### config.mk
export PLATFORM = sky130hd
export DESIGN_NAME = ssd_scan_ctrl
export DESIGN_NICKNAME = d
export VERILOG_FILES = /design/src/rtl/ssd_pkg.sv /design/src/rtl/ssd_glyph_decode.sv /design/src/rtl/ssd_scan_ctrl.sv
export SDC_FILE = /design/constraint.sdc
export NUM_CORES = 1
export LEC_CHECK = 0
export ABC_AREA = 1
export ABC_CLOCK_PERIOD_IN_PS = 3600
export BUFFER_PORTS_ARGS = -buffer_cell sky130_fd_sc_hd__buf_2
export CELL_PAD_IN_SITES_DETAIL_PLACEMENT = 2
export CELL_PAD_IN_SITES_GLOBAL_PLACEMENT = 2
export CORE_MARGIN = 5
export CORE_UTILIZATION = 32
export DETAILED_ROUTE_END_ITERATION = 12
export GPL_TIMING_DRIVEN = 0
export PLACE_DENSITY = 0.73
export SLEW_MARGIN = 30
export SYNTH_ARGS = -nofsm -noshare
export SYNTH_HDL_FRONTEND = slang
export SYNTH_SLANG_ARGS = --single-unit
### constraint.sdc
create_clock -name ClkPort -period 3.6 [get_ports ClkPort]
set_input_delay 0 -clock ClkPort [delete_from_list [all_inputs] [get_ports ClkPort]]
set_output_delay 0 -clock ClkPort [all_outputs]
set_load 0.02 [all_outputs]
### src/rtl/ssd_pkg.sv
// rtl/ssd_pkg.sv - shared types and glyph table for seven-segment display consumers
//
// Purpose: scan FSM state encoding, blank cathode pattern and the chess-coordinate
// glyph table (values 0..7 show ranks 1..8, values 8..F show files A..H).
// Ports: none (package).
package ssd_pkg;

    typedef enum logic {
        BLANK = 1'b0,
        SHOW  = 1'b1
    } ssd_state_e;

    // All segments and the decimal point off (cathodes are active-low).
    localparam logic [7:0] SEG_OFF = 8'hFF;

    // Segment patterns {a,b,c,d,e,f,g}, 0 = lit, indexed by display value.
    localparam logic [15:0][6:0] GLYPH_TABLE = {
        7'b1001000,  // F -> H
        7'b0100001,  // E -> G
        7'b0111000,  // D -> F
        7'b0110000,  // C -> E
        7'b1000010,  // B -> d
        7'b0110001,  // A -> C
        7'b1100000,  // 9 -> b
        7'b0001000,  // 8 -> A
        7'b0000000,  // 7 -> 8
        7'b0001111,  // 6 -> 7
        7'b0100000,  // 5 -> 6
        7'b0100100,  // 4 -> 5
        7'b1001100,  // 3 -> 4
        7'b0000110,  // 2 -> 3
        7'b0010010,  // 1 -> 2
        7'b1001111   // 0 -> 1
    };

    // Full cathode byte {Ca..Cg, Dp}; the decimal point is active-low as well.
    function automatic logic [7:0] glyph_cathodes(input logic [3:0] value, input logic dp);
        return {GLYPH_TABLE[value], ~dp};
    endfunction

endpackage

### src/rtl/ssd_glyph_decode.sv
// rtl/ssd_glyph_decode.sv - combinational value-to-cathode decoder
//
// Purpose: maps a 4-bit display value and a decimal-point flag to the
// active-low cathode byte using the shared glyph table.
// Ports:
//   value     in  4  display value 0..F
//   dp        in  1  decimal point lit
//   cathodes  out 8  {Ca,Cb,Cc,Cd,Ce,Cf,Cg,Dp}, active-low
module ssd_glyph_decode
    import ssd_pkg::*;
(
    input  logic [3:0] value,
    input  logic       dp,
    output logic [7:0] cathodes
);

    always_comb begin
        cathodes = glyph_cathodes(value, dp);
    end

endmodule

### src/rtl/ssd_scan_ctrl.sv
// rtl/ssd_scan_ctrl.sv - time-multiplexed scan scheduler for an eight-digit display
//
// Purpose: grants the shared cathode bus to one digit per slot, with an
// all-off gap before each slot; display contents are loaded into shadow
// registers and committed to the active set only at frame boundaries.
// Ports:
//   ClkPort     in  1           system clock
//   Reset       in  1           asynchronous, active-high reset
//   load        in  1           capture request, accepted when load & load_ready
//   load_ready  out 1           shadow registers free
//   digit_data  in  4*N_DIGITS  nibble i = value for digit i
//   digit_en    in  N_DIGITS    bit i = digit i lit
//   dp_en       in  N_DIGITS    bit i = decimal point i lit
//   anodes      out N_DIGITS    active-low anodes, registered
//   cathodes    out 8           {Ca..Cg,Dp}, active-low, registered
//   scan_idx    out 3           digit index of the current slot
//   frame_tick  out 1           pulse on the last cycle of the last digit's slot
module ssd_scan_ctrl
    import ssd_pkg::*;
#(
    parameter int N_DIGITS     = 8,
    parameter int DWELL_CYCLES = 262144,
    parameter int BLANK_CYCLES = 1024
) (
    input  logic                  ClkPort,
    input  logic                  Reset,
    input  logic                  load,
    output logic                  load_ready,
    input  logic [4*N_DIGITS-1:0] digit_data,
    input  logic [N_DIGITS-1:0]   digit_en,
    input  logic [N_DIGITS-1:0]   dp_en,
    output logic [N_DIGITS-1:0]   anodes,
    output logic [7:0]            cathodes,
    output logic [2:0]            scan_idx,
    output logic                  frame_tick
);

    localparam int CNT_MAX = (DWELL_CYCLES > BLANK_CYCLES) ? DWELL_CYCLES : BLANK_CYCLES;
    localparam int CNT_W   = (CNT_MAX > 1) ? $clog2(CNT_MAX) : 1;

    localparam logic [CNT_W-1:0] DWELL_LAST = CNT_W'(DWELL_CYCLES - 1);
    localparam logic [CNT_W-1:0] BLANK_LAST = CNT_W'(BLANK_CYCLES - 1);
    localparam logic [2:0]       IDX_LAST   = 3'(N_DIGITS - 1);

    localparam logic [0:0] ST_BLANK = 1'(BLANK);
    localparam logic [0:0] ST_SHOW  = 1'(SHOW);

    logic [0:0]            state;
    logic [CNT_W-1:0]      cnt;

    logic [4*N_DIGITS-1:0] active_data;
    logic [N_DIGITS-1:0]   active_en;
    logic [N_DIGITS-1:0]   active_dp;
    logic [4*N_DIGITS-1:0] shadow_data;
    logic [N_DIGITS-1:0]   shadow_en;
    logic [N_DIGITS-1:0]   shadow_dp;
    logic                  pending;

    logic                  slot_end;
    logic                  frame_end;
    logic                  load_accept;

    logic [3:0]            sel_data;
    logic                  sel_en;
    logic                  sel_dp;
    logic                  show_lit;
    logic [7:0]            glyph;
    logic [N_DIGITS-1:0]   anodes_next;
    logic [7:0]            cathodes_next;

    // ------------------------------------------------------------------
    // Slot timing
    // ------------------------------------------------------------------
    always_comb begin
        slot_end  = (state == ST_BLANK) ? (cnt == BLANK_LAST) : (cnt == DWELL_LAST);
        frame_end = (state == ST_SHOW) && (cnt == DWELL_LAST) && (scan_idx == IDX_LAST);
    end

    // Decoded from registers so it is already low during and right after reset.
    assign frame_tick = frame_end;

    always_ff @(posedge ClkPort or posedge Reset) begin
        if (Reset) begin
            state    <= ST_BLANK;
            cnt      <= '0;
            scan_idx <= '0;
        end else if (slot_end) begin
            cnt <= '0;
            if (state == ST_BLANK) begin
                state <= ST_SHOW;
            end else begin
                state    <= ST_BLANK;
                scan_idx <= (scan_idx == IDX_LAST) ? 3'd0 : scan_idx + 3'd1;
            end
        end else begin
            cnt <= cnt + 1'b1;
        end
    end

    // ------------------------------------------------------------------
    // Load handshake and frame-boundary commit
    // ------------------------------------------------------------------
    // A load is only accepted while nothing is pending, so an accept and a
    // commit can never coincide; a load taken on the frame_tick cycle waits a
    // whole frame because the commit looks at pending as it stood before it.
    assign load_ready  = ~pending;
    assign load_accept = load & load_ready;

    always_ff @(posedge ClkPort or posedge Reset) begin
        if (Reset) begin
            shadow_data <= '0;
            shadow_en   <= '0;
            shadow_dp   <= '0;
            active_data <= '0;
            active_en   <= '0;
            active_dp   <= '0;
            pending     <= 1'b0;
        end else begin
            if (load_accept) begin
                shadow_data <= digit_data;
                shadow_en   <= digit_en;
                shadow_dp   <= dp_en;
                pending     <= 1'b1;
            end else if (frame_end && pending) begin
                active_data <= shadow_data;
                active_en   <= shadow_en;
                active_dp   <= shadow_dp;
                pending     <= 1'b0;
            end
        end
    end

    // ------------------------------------------------------------------
    // Output path
    // ------------------------------------------------------------------
    // Explicit compare-select keeps the 3-bit scan index from over-indexing
    // the narrower per-digit vectors when N_DIGITS < 8.
    always_comb begin
        sel_data = 4'h0;
        sel_en   = 1'b0;
        sel_dp   = 1'b0;
        for (int i = 0; i < N_DIGITS; i++) begin
            if (scan_idx == 3'(i)) begin
                sel_data = active_data[4*i +: 4];
                sel_en   = active_en[i];
                sel_dp   = active_dp[i];
            end
        end
    end

    ssd_glyph_decode u_glyph_decode (
        .value    (sel_data),
        .dp       (sel_dp),
        .cathodes (glyph)
    );

    // A disabled digit keeps its slot dark rather than being skipped, so
    // every enabled digit gets the same duty cycle.
    always_comb begin
        show_lit      = (state == ST_SHOW) && sel_en;
        cathodes_next = show_lit ? glyph : SEG_OFF;
        anodes_next   = '1;
        for (int i = 0; i < N_DIGITS; i++) begin
            anodes_next[i] = ~(show_lit && (scan_idx == 3'(i)));
        end
    end

    always_ff @(posedge ClkPort or posedge Reset) begin
        if (Reset) begin
            anodes   <= '1;
            cathodes <= SEG_OFF;
        end else begin
            anodes   <= anodes_next;
            cathodes <= cathodes_next;
        end
    end

endmodule
* Word-level counts from Yosys, hierarchy flattened *
Memory sizes are Yosys's and may differ from the RTL's.
Index checks and enable logic that the tools add are counted.
W data, S select, Z words.

storage, ports and cells
  flip-flop bits (word level) = 135
  memory bits (read-only) = 112
  input bits = 51
  output and inout port bits = 21
  word-level logic and storage cells = 85
  memories kept = 1

memories
  memory            words  width  rd ports  clocked after Yosys merged registers in  wr ports  line           RTL
  (name not given)  16     7      1         0                                        0         ssd_pkg.sv:38  return {GLYPH_TABLE[value], ~dp};

cells by class
  add/sub/neg operators = 2
  $lt $le $gt $ge = 1
  eq/ne operators = 9
  multiplexer cells = 32
  bitwise logic cells = 12
  reductions and logical operators = 16

operator list
  cell                     count
  $mux W4                  8
  $mux W1                  20
  $add A18 B1 Y18 const B  1
  $eq A18 B10 Y1 const B   1
  $eq A18 B18 Y1 const B   1
  $mux W18                 1
  $eq A3 B3 Y1 const B     4
  $logic_and A1 B1 Y1      12
  $not A1 Y1               11
  $mux W8                  1
  $mux W7                  1
  $eq A3 B2 Y1 const B     2
  $lt A4 B5 Y1 const B     1
  $reduce_and A2 Y1        2
  $add A3 B1 Y3 const B    1
  $eq A3 B1 Y1 const B     1
  $logic_not A3 Y1         1
  $mux W3                  1
  $reduce_bool A2 Y1       1
  $and A1 B1 Y1            1

* Logic depth before layout (Yosys ltp) *
Gate-level depths: netlist of the first run.

  depth in word-level cells = 12
  gate-level depth with buffers = 18

* Hierarchy *
From an unflattened synthesis of the first run, not the netlist that was laid out.

second synthesis, totals
  cell total of the unflattened synthesis = 705
  area total of the unflattened synthesis = 6422.4 sq um

by module, submodules not included
  module            times used  cells each  area an instance (sq um)  sequential area each (sq um)
  ssd_scan_ctrl     1           658         6154.7                    3398.3
  ssd_glyph_decode  1           47          267.8                     0.0

* Worst setup path before layout of the first run *
OpenSTA, ideal clock, no wires.

  kind = reg-to-reg
  from = register scan_idx[2]
  to = register cathodes[7]
  setup time = 79 ps
  data arrival time = 2578 ps
  required time = 3521 ps
  path slack = 943 ps
  stages on the path, launching flop included = 18
  path through = dfrtp_1 -> buf_2 -> inv_2 -> ha_1 -> inv_1 -> o21ai_0 -> inv_1 -> nand2_1 -> nand2_1 -> nand2_1 -> nand2_1 -> nand2_1 -> a21boi_0 -> ha_1 -> nand3b_1 -> nor2_1 -> nor2_1 -> o21ai_0

on the way
  word-level cells in the longest chain between the ends = 12

RTL lines
  element                        line                  RTL
  from (decl)                    ssd_scan_ctrl.sv:34   output logic [2:0] scan_idx,
  from (signal assigned)         ssd_scan_ctrl.sv:93   scan_idx <= (scan_idx == IDX_LAST) ? 3'd0 : scan_idx + 3'd1;
  $logic_not A3 Y1               ssd_scan_ctrl.sv:143  if (scan_idx == 3'(i)) begin
  $mux W4 (8 in series)          ssd_scan_ctrl.sv:143
  $mem_v2 Z16 W7                 -
  $mux W7 (implied by the code)  ssd_pkg.sv:38
  $mux W8 (*)                    ssd_scan_ctrl.sv:161  cathodes_next = show_lit ? glyph : SEG_OFF;
  net cathodes_next[7]           ssd_scan_ctrl.sv:69   logic [7:0] cathodes_next;
  to (signal assigned)           ssd_scan_ctrl.sv:174  cathodes <= cathodes_next;
  to (decl)                      ssd_scan_ctrl.sv:33   output logic [7:0] cathodes,

Mark *: on every way through the listed nets, which the timed path passes. The rest lies on a longest branch. The select of a mux whose other input is x is not followed.
A chain may end at the register's enable or synchronous reset.

* Worst setup path after layout of the first run *
  from = register scan_idx[1]
  to = register cathodes[4]

The elaborated chain is that of the path after synthesis.

==> results of run 1 <==
==> repair_timing <==
item | 4_1_cts | 5_1_grt
setup buffers | 0 | 0
hold buffers | 49 | 0
hold endpoints to repair | 108 | 0
endpoints found under the setup margin | 0 | 2
resized for setup | 0 | 1
==> synthesized netlist by cell type, drive strengths merged <==
cell and n:
dfrtp 119, xnor2 4, nor3b 3, inv 97, o21ai 57, or2 7, nand2 160, nand4 6
nor4 2, clkbuf 11, buf 14, nand3 37, nor2 97, dfstp 16, nor3 2, o211ai 2
a21oi 51, clkinv 1, a21boi 2, ha 14, xor2 10, nand3b 1
==> per-layer routing <==
metal | global-route usage (%) | share of wire [%]
met5 | 0 | 0
met3 | 4.14 | 2.9
met2 | 34.3 | 54
met1 | 22.4 | 42
met4 | 4.43 | 0.99
==> how the worst max path moves through the flow <==
stage / slack (ps) / endpoint / depth (start not counted)
after CTS: 190 / cathodes[7] / 17
after floorplan: 20 / active_data[0] / 1
after global routing: 160 / cathodes[4] / 17
after global placement: -1490 / shadow_data[17] / 2
final: 390 / cathodes[4] / 17
after detailed placement: 310 / cathodes[7] / 17
==> stage by stage <==
stage	TNS [ps]	cell area [um^2]	total power, mW
2_1_floorplan	0	6120	1.57
3_3_place_gp	-177850	6760	1.60
3_5_place_dp	0	6800	1.61
4_1_cts	0	7820	3.24
5_1_grt	0	7820	3.33
6_report	0	7820	3.21
==> cells in the final DEF (no fill, tap or decap), drive strengths merged, types with 14 or more instances in the layout <==
cell type | synthesis | routed
buf | 14 | 86
o21ai | 57 | 57
dlygate4sd3 | 0 | 49
dfstp | 16 | 16
dfrtp | 119 | 119
nand3 | 37 | 37
clkbuf | 11 | 29
nor2 | 97 | 97
ha | 14 | 14
nand2 | 160 | 160
inv | 97 | 100
a21oi | 51 | 51
==> worst max-delay path: cells and delay by family (launching register included) <==
kind / cells / cell delay (ps)
buf+inv: 2 / 280
simple gates: 12 / 1420
compound gates: 1 / 410
flops: 1 / 420
fa+ha+maj: 2 / 620
==> sequential cells by signal, indices dropped and copies added (netlist names) <==
| name | cells |
|---|---|
| cathodes | 8 |
| shadow_data | 32 |
| cnt | 18 |
| active_data | 32 |
| active_en | 8 |
| shadow_dp | 8 |
| anodes | 8 |
| scan_idx | 3 |
| shadow_en | 8 |
| pending | 1 |
| state | 1 |
| active_dp | 8 |
==> cell families after synthesis <==
logic type      count (synthesis)
flops                         135
simple gates                  315
fa+ha+maj                      14
compound gates                112
xor+xnor                       14
buf+inv                       123
==> area by class of cell <==
class | instances | area share (%)
repair buffers | 121 | 11.2
clock inverters | 14 | 1.30
plain buffers | 25 | 1.79
well taps | 234 | 3.74
flip-flops and latches | 135 | 43.5
inverters | 98 | 4.80
clock buffers | 18 | 5.49
multi-input cells | 455 | 28.3
==> power breakdown <==
part / internal (mW) / switching, mW
combinational: 0.0571 / 0.0464
clock: 0.882 / 0.707
sequential: 1.52 / 0
total: 2.46 / 0.753
==> reports/metrics.csv, run 1 <==
metric;value;unit
ant diodes;0;
IO Port Bufs;71;
mean number of vias per cell;4.76;
Post-Synth Adder-Cell Area;2.86;%
largest family of logic cells by synthesized area;simple AND/OR/NAND/NOR gates;
Seq/Total Area, Yosys;55.6;%
post-layout util;41.7;%
critical path arrival;3570;ps
Clock Skew;16.0;ps
simple-gate share of the synthesized area;21.9;%
htree depth;4;
drt first pass iters;4;
GRT Total Usage;18.7;%
unrepaired setup endpoints after global routing;no;
Finished Layout Cells;1100;
Mapped Nets;778;
drt wl/cell;17.6;um
Worst Path Required;3960;ps
Synth Register Bits;135;
PwrDens;411;nW/um^2
worst flop-to-flop path startpoint;scan_idx[1];
# fillers;2095;
dpl ws;312;ps
Synth Instances;713;
clk_lat worst skew;430;ps
top cell type's share of synthesized area;48.7;%
vias in the first global route;6045;
status;completed;
Worst VDD drop;276;uV
first-pass GRT wire length;32.3;mm
register area;3400;um^2
layout cells sized above 1;17.3;%
Starting Density;32.6;%
Core ar.;18800;um^2
root buffer cell;clkbuf_16;
Max-slew headroom;55.5;%
antenna violation net count after detailed routing;0;
r2r setup slk;390;ps
hold crit path type;in -> async;
die width;148;um
Critical Path Source;scan_idx[1];
GRT overflow;0;
Fmax achieved;311;MHz
syn_area_per_cell;8.58;um^2
chip height;148;um
Post-Place Cells;1019;
CP max stage delay;420;ps
slowest cell on the critical path;dfrtp_1;
crit path time final;3210;ps
vias after detailed routing;5235;
io pins;72;
Final Worst Setup Slack;388;ps
yosys warns;0;
crit end category;flop;
Netlist cell types;34;
Final Hold Fails;0;
crit start category;flop;
fin nets;918;
Max Slew Vio Count;0;
CTS Buf Count;17;
Max-Cap Viols;0;
Rows;50;
Pleak;4.01;nW
Die ar.;22000;um^2
CP most frequent cell;nand2_1;
post-synthesis mux area share;0;%
RePlAce Congestion;0.759;
final setup fails;0;
Detailed Route WL;19.3;mm
post-synthesis compound-gate area fraction;9.39;%
CTS Buffer Depth;2;
number of remaining DRC errors;0;
Synth area leaders;dfrtp_1, nand2_1, dfstp_2;
CTS sink count;135;
initial antenna violation count;0;
area leader, netlist;dfrtp_1;
hpwl dp;13.7;mm
synthesized area;6120;um^2
crit share post-route;89.2;%
CTS clk-pin slew, worst paths;60;ps
largest net degree at the start of global routing;76;
multi-input combinational cell area;2210;um^2
Synth Area in XOR/XNOR;2.00;%
reg2reg end;cathodes[4];
crit path kind;reg -> reg;
worst-path fanout max;6;
worst r2r path cells;17;
1st-iter DRT viols;143;
Tightest Pin Transition;668;ps
worst path cell trace;inv_1 -> ha_1 -> inv_1 -> nor2_1 -> nand2_1 -> nand3_1 -> nand2_1 -> nand2_1 -> nand2_1 -> nand2_1 -> nand2_1 -> a21boi_1 -> ha_1 -> nand3b_1 -> nor2_1 -> nor2_1 -> nand3_1;
Layout area overhead;27.9;%
CTS tree;done;
worst hold margin;143;ps
Power figures use the tool's default switching activity.
==> inputs of run 2 (changes only) <==
BUFFER_PORTS_ARGS = default   (was -buffer_cell sky130_fd_sc_hd__buf_2)
CORE_UTILIZATION = 35   (was 32)
DONT_BUFFER_PORTS = 1   (was default)
==> run 2 against run 1 <==
  * Power grew 5.0%
  * Critical path depth is the same
  * Final cell count shrank 7.3%
  * Register-to-register slack lost 30 ps
  * Flip-flop and latch count is the same
  * First-iteration DRC count shrank 31%
==> reports/metrics.csv, run 2 (synthesis results as in run 1) <==
metric;value;unit;change
status;completed;;unchanged
crit-path leading delay family;simple AND/OR/NAND/NOR gates;;unchanged
critical path arrival;3560;ps;was 3570 ps
crit share post-route;89.9;%;was 89.2%
chip height;142;um;was 148 um
worst r2r path cells;17;;unchanged
number of remaining DRC errors;0;;unchanged
Tightest Pin Transition;724;ps;was 668 ps
worst path cell trace;buf_2 -> inv_2 -> ha_2 -> inv_1 -> o21ai_0 -> inv_1 -> nand2_1 -> nand2_1 -> nand2_1 -> nand2_1 -> nand2_1 -> a21boi_1 -> ha_1 -> nand3b_1 -> nor2_1 -> nor2_1 -> o21ai_0;;was inv_1 -> ha_1 -> inv_1 -> nor2_1 -> nand2_1 -> nand3_1 -> nand2_1 -> nand2_1 -> nand2_1 -> nand2_1 -> nand2_1 -> a21boi_1 -> ha_1 -> nand3b_1 -> nor2_1 -> nor2_1 -> nand3_1
io pins;72;;unchanged
1st-iter DRT viols;99;;was 143
CP max stage delay;520;ps;was 420 ps
Critical Path Source;scan_idx[2];;was scan_idx[1]
Max-Cap Viols;0;;unchanged
Worst VDD drop;386;uV;was 276 uV
unrepaired setup endpoints after global routing;no;;unchanged
Final Worst Setup Slack;363;ps;was 388 ps
worst flop-to-flop path startpoint;scan_idx[2];;was scan_idx[1]
commonest non-fill, non-tap cell in the layout;nand2_1;;unchanged
worst hold margin;112;ps;was 143 ps
Core ar.;17200;um^2;was 18800 um^2
CTS Buf Count;17;;unchanged
Largest regs;active_data: 32 flops, shadow_data: 32 flops, cnt: 18 flops;;unchanged
layout cells sized above 1;10.1;%;was 17.3%
Detailed Route WL;18.2;mm;was 19.3 mm
dpl ws;97.8;ps;was 312 ps
most frequent cells in the layout;nand2_1, dfrtp_1, inv_1, nor2_1, a21oi_1;;was nand2_1, dfrtp_1, nor2_1
Final Hold Fails;0;;unchanged
htree depth;4;;unchanged
crit path kind;reg -> reg;;unchanged
clk_lat worst skew;420;ps;was 430 ps
CP most frequent cell;nand2_1;;unchanged
initial antenna violation count;0;;unchanged
vias in the first global route;5647;;was 6045
root buffer cell;clkbuf_16;;unchanged
Rows;48;;was 50
antenna violation net count after detailed routing;0;;unchanged
die width;142;um;was 148 um
first-pass GRT wire length;30.2;mm;was 32.3 mm
Layout area overhead;23.1;%;was 27.9%
Max Slew Vio Count;0;;unchanged
crit start category;flop;;unchanged
crit path time final;3240;ps;was 3210 ps
IO Port Bufs;0;;was 71
ant diodes;0;;unchanged
fin nets;847;;was 918
Stages on worst setup path;17;;unchanged
mean number of vias per cell;4.79;;was 4.76
PwrDens;448;nW/um^2;was 411 nW/um^2
RePlAce Congestion;0.825;;was 0.759
drt wl/cell;17.8;um;was 17.6 um
post-layout util;43.7;%;was 41.7%
Bufs and invs on worst path;4;;was 2
final setup fails;0;;unchanged
Max-slew headroom;51.7;%;was 55.5%
crit end category;flop;;unchanged
slowest cell on the critical path;dfrtp_1;;unchanged
worst-path fanout max;8;;was 6
CTS sink count;135;;unchanged
CTS tree;done;;unchanged
CTS Buffer Depth;2;;unchanged
Worst Path Required;3920;ps;was 3960 ps
CTS clk-pin slew, worst paths;60;ps;about the same
hpwl dp;12.8;mm;was 13.7 mm
Starting Density;35.5;%;was 32.6%
largest net degree at the start of global routing;71;;was 76
Fmax achieved;309;MHz;was 311 MHz
vias after detailed routing;4882;;was 5235
hold crit path type;in -> async;;unchanged
drt first pass iters;4;;unchanged
Pleak;3.78;nW;was 4.01 nW
Die ar.;20200;um^2;was 22000 um^2
Clock Skew;9.89;ps;was 16.0 ps
post-CTS setup buffer count;0;;unchanged
GRT Total Usage;19.2;%;was 18.7%
GRT overflow;0;;unchanged
sum of negative setup slack;0;ps;unchanged
## run 2: worst register-to-register path: cells and delay by family (launching register included)
kind	cells	cell delay, ps
AND/OR/NAND/NOR	8	770
buffers and inverters	4	640
AO/OA/AOI/OAI	3	640
adder cells (fa/ha/maj)	2	580
flip-flops	1	520
## run 2: final cells by class
| class | count | area (um^2) |
|---|---|---|
| fillers | 1854 | 9710 |
| flip-flops and latches | 135 | 3400 |
| multi-input cells | 455 | 2210 |
| repair buffers | 50 | 518 |
| clock buffers | 20 | 447 |
| inverters | 98 | 375 |
| well taps | 225 | 282 |
| clock inverters | 12 | 151 |
| plain buffers | 25 | 140 |
## run 2: per-stage QoR
stage          std cells  power, mW  cell area [um^2]
3_3_place_gp         938       1.58              6400
3_5_place_dp         939       1.58              6430
2_1_floorplan        713       1.57              6120
4_1_cts             1020       3.41              7520
6_report            1020       3.37              7530
5_1_grt             1020       3.49              7530
## run 2: worst paths after layout
kind	endpoint	slack [ps]
setup reg to reg	cathodes[7]	360
hold / removal	shadow_en[5]	110
setup / recovery	cathodes[7]	360
hold reg to reg	active_en[1]	490
min in group ClkPort	shadow_data[7]	290
max in group asynchronous	cathodes[4]	2720
## run 2: where the power goes
group,total [mW],internal (mW),switching (mW)
clock,1.77,1.11,0.668
sequential,1.52,1.52,0
combinational,0.0787,0.0391,0.0396
## run 2: metal layers
layer  global-route usage (%)  up-vias  part of all wire [%]
met3                     4.27       14                   2.9
met2                     34.5       57                    52
met5                        0        -                     0
li1                         -     2358                     -
met1                     23.7     2453                    44
met4                     4.04        0                  0.84
## run 2: what timing repair did
action                                  in CTS  in global routing
endpoints found under the setup margin       0                  3
hold buffers                                49                  0
endpoints found under the hold margin      171                  0
resized for setup                            0                  3
==> inputs of run 3 (changes only) <==
ABC_CLOCK_PERIOD_IN_PS = 2900   (was 3600)
clock period = 2.9 ns   (was 3.6 ns; I/O delays follow)
==> run 3 against run 2 <==
  * Clock skew hardly changed
  * Sequential power is 24% higher
  * Via count is 2.3% higher
  * Sequential share of layout area is 1.6 points lower
  * Non-clock buffer count is 10 higher
  * Critical endpoint unchanged
==> reports/metrics.csv, run 3 (synthesis results as in run 1) <==
metric;value;unit;change
status;completed;;unchanged
Core ar.;17200;um^2;unchanged
reg2reg end;cathodes[7];;unchanged
CTS tree;done;;unchanged
layout cells sized above 1;14.3;%;was 10.1%
IO Port Bufs;0;;unchanged
antenna violation net count after detailed routing;0;;unchanged
number of remaining DRC errors;0;;unchanged
final setup fails;0;;unchanged
htree depth;4;;unchanged
Worst Path Required;3250;ps;was 3920 ps
Detailed Route WL;19.2;mm;was 18.2 mm
ant diodes;0;;unchanged
Comb pwr share;2.6;%;was 2.3%
1st-iter DRT viols;147;;was 99
Layout area overhead;27.7;%;was 23.1%
CTS clk-pin slew, worst paths;60;ps;about the same
root buffer cell;clkbuf_16;;unchanged
Final Hold Fails;0;;unchanged
GRT overflow;0;;unchanged
clk_lat worst skew;430;ps;was 420 ps
chip height;142;um;unchanged
sw frac;21.5;%;was 21.0%
worst flop-to-flop path startpoint;scan_idx[2];;unchanged
Tightest Pin Transition;705;ps;was 724 ps
critical path arrival;3060;ps;was 3560 ps
drt first pass iters;4;;unchanged
Max-slew headroom;53.0;%;was 51.7%
Max-Cap Viols;0;;unchanged
Critical Path Source;scan_idx[2];;unchanged
GRT Total Usage;20.1;%;was 19.2%
Clock Skew;9.43;ps;was 9.89 ps
Psw;0.930;mW;was 0.707 mW
crit share post-route;93.6;%;was 89.9%
worst-path fanout max;8;;unchanged
worst r2r path cells;18;;was 17
sequential power share;43.7;%;was 45.0%
mean number of vias per cell;4.85;;was 4.79
crit path kind;reg -> reg;;unchanged
clock power share;53.7;%;was 52.6%
unrepaired setup endpoints after global routing;no;;unchanged
Worst setup endpoint;cathodes[7];;unchanged
CTS Buf Count;17;;unchanged
r2r setup slk;190;ps;was 360 ps
Worst VDD drop;393;uV;was 386 uV
CTS sink count;135;;unchanged
Fmax achieved;368;MHz;was 309 MHz
drt wl/cell;18.6;um;was 17.8 um
worst hold margin;65.8;ps;was 112 ps
fin nets;857;;was 847
largest net degree at the start of global routing;32;;was 71
Pint;3.39;mW;was 2.66 mW
post-layout util;45.3;%;was 43.7%
io pins;72;;unchanged
initial antenna violation count;0;;unchanged
Max Slew Vio Count;0;;unchanged
crit start category;flop;;unchanged
commonest non-fill, non-tap cell in the layout;nand2_1;;unchanged
PwrDens;553;nW/um^2;was 448 nW/um^2
vias after detailed routing;4996;;was 4882
vias in the first global route;5844;;was 5647
crit path time final;2710;ps;was 3240 ps
Die ar.;20200;um^2;unchanged
most frequent cells in the layout;nand2_1, dfrtp_1, nor2_1;;was nand2_1, dfrtp_1, inv_1, nor2_1, a21oi_1
Rows;48;;unchanged
CTS Buffer Depth;2;;unchanged
die width;142;um;unchanged
RePlAce Congestion;0.790;;was 0.825
hpwl dp;13.2;mm;was 12.8 mm
Starting Density;35.5;%;unchanged
first-pass GRT wire length;31.5;mm;was 30.2 mm
Pleak;3.87;nW;was 3.78 nW
crit end category;flop;;unchanged
hold crit path type;in -> async;;unchanged
Largest regs;active_data: 32 flops, shadow_data: 32 flops, cnt: 18 flops;;unchanged
==> run 3: metrics by stage <==
step,TNS [ps],instance area [um^2],power (mW),setup slack [ps],std cells
floorplan,0,6120,1.95,243,713
global placement,-2590,6400,1.96,-466,938
detailed placement,-3670,6520,1.98,-560,943
CTS,0,7690,4.36,1.45,1024
global route,0,7810,4.46,11.2,1030
finish,0,7810,4.32,186,1030
==> run 3: area by class of cell <==
cell class / instances / area [um^2]
inverter: 98 / 383
sequential: 135 / 3400
buffer: 25 / 158
fill: 1846 / 9430
multi-input combinational: 455 / 2300
clock inverter: 15 / 204
timing repair buffer: 60 / 658
tap: 225 / 282
clock buffer: 17 / 425
==> run 3: per-layer routing <==
| layer | up-vias | wire, um | global-route usage, % |
|---|---|---|---|
| li1 | 2383 | - | - |
| met4 | 0 | 231 | 4.95 |
| met1 | 2522 | 8200 | 24.7 |
| met5 | - | 0 | 0 |
| met3 | 19 | 522 | 4.07 |
| met2 | 72 | 10200 | 36.1 |
==> run 3: worst min-delay path by stage <==
stage | startpoint | slack (ps) | cells after the start | to
3_5_place_dp | Reset | -100 | 1 | shadow_en[5]
3_3_place_gp | digit_data[26] | 160 | 2 | shadow_data[26]
5_1_grt | Reset | 90 | 2 | shadow_data[6]
2_1_floorplan | digit_data[25] | 160 | 2 | shadow_data[25]
4_1_cts | Reset | 60 | 2 | shadow_data[6]
6_report | Reset | 70 | 2 | shadow_en[6]
==> run 3: worst max-delay path, stage by stage, from the launching register on <==
cell        delay [ps]
dfrtp_2            480
buf_6              180
inv_4              100
ha_4               180
clkinvlp_4         120
buf_4              150
o21ai_0             90
inv_1               70
nand2_1             80
nand2_1             50
nand2_1             50
nand2_1             60
nand2_2            130
a21boi_4            90
ha_1               300
nand3b_1           180
nor2_1             150
nor2_2              70
o21ai_0             80
==> run 3: power groups by stage <==
stage / registers, mW / clock network [mW] / logic [mW]
6_report: 1.88 / 2.32 / 0.113
4_1_cts: 1.88 / 2.36 / 0.115
2_1_floorplan: 1.92 / 0 / 0.0278
5_1_grt: 1.88 / 2.45 / 0.127
3_5_place_dp: 1.92 / 0 / 0.0605
3_3_place_gp: 1.92 / 0 / 0.0374
==> run 3: repair_timing <==
| action | 4_1_cts | 5_1_grt |
|---|---|---|
| pin swaps | 0 | 2 |
| resized for setup | 19 | 25 |
| endpoints found under the setup margin | 16 | 13 |
| setup buffers | 0 | 6 |
| hold endpoints to repair | 150 | 0 |
| hold buffers | 49 | 0 |
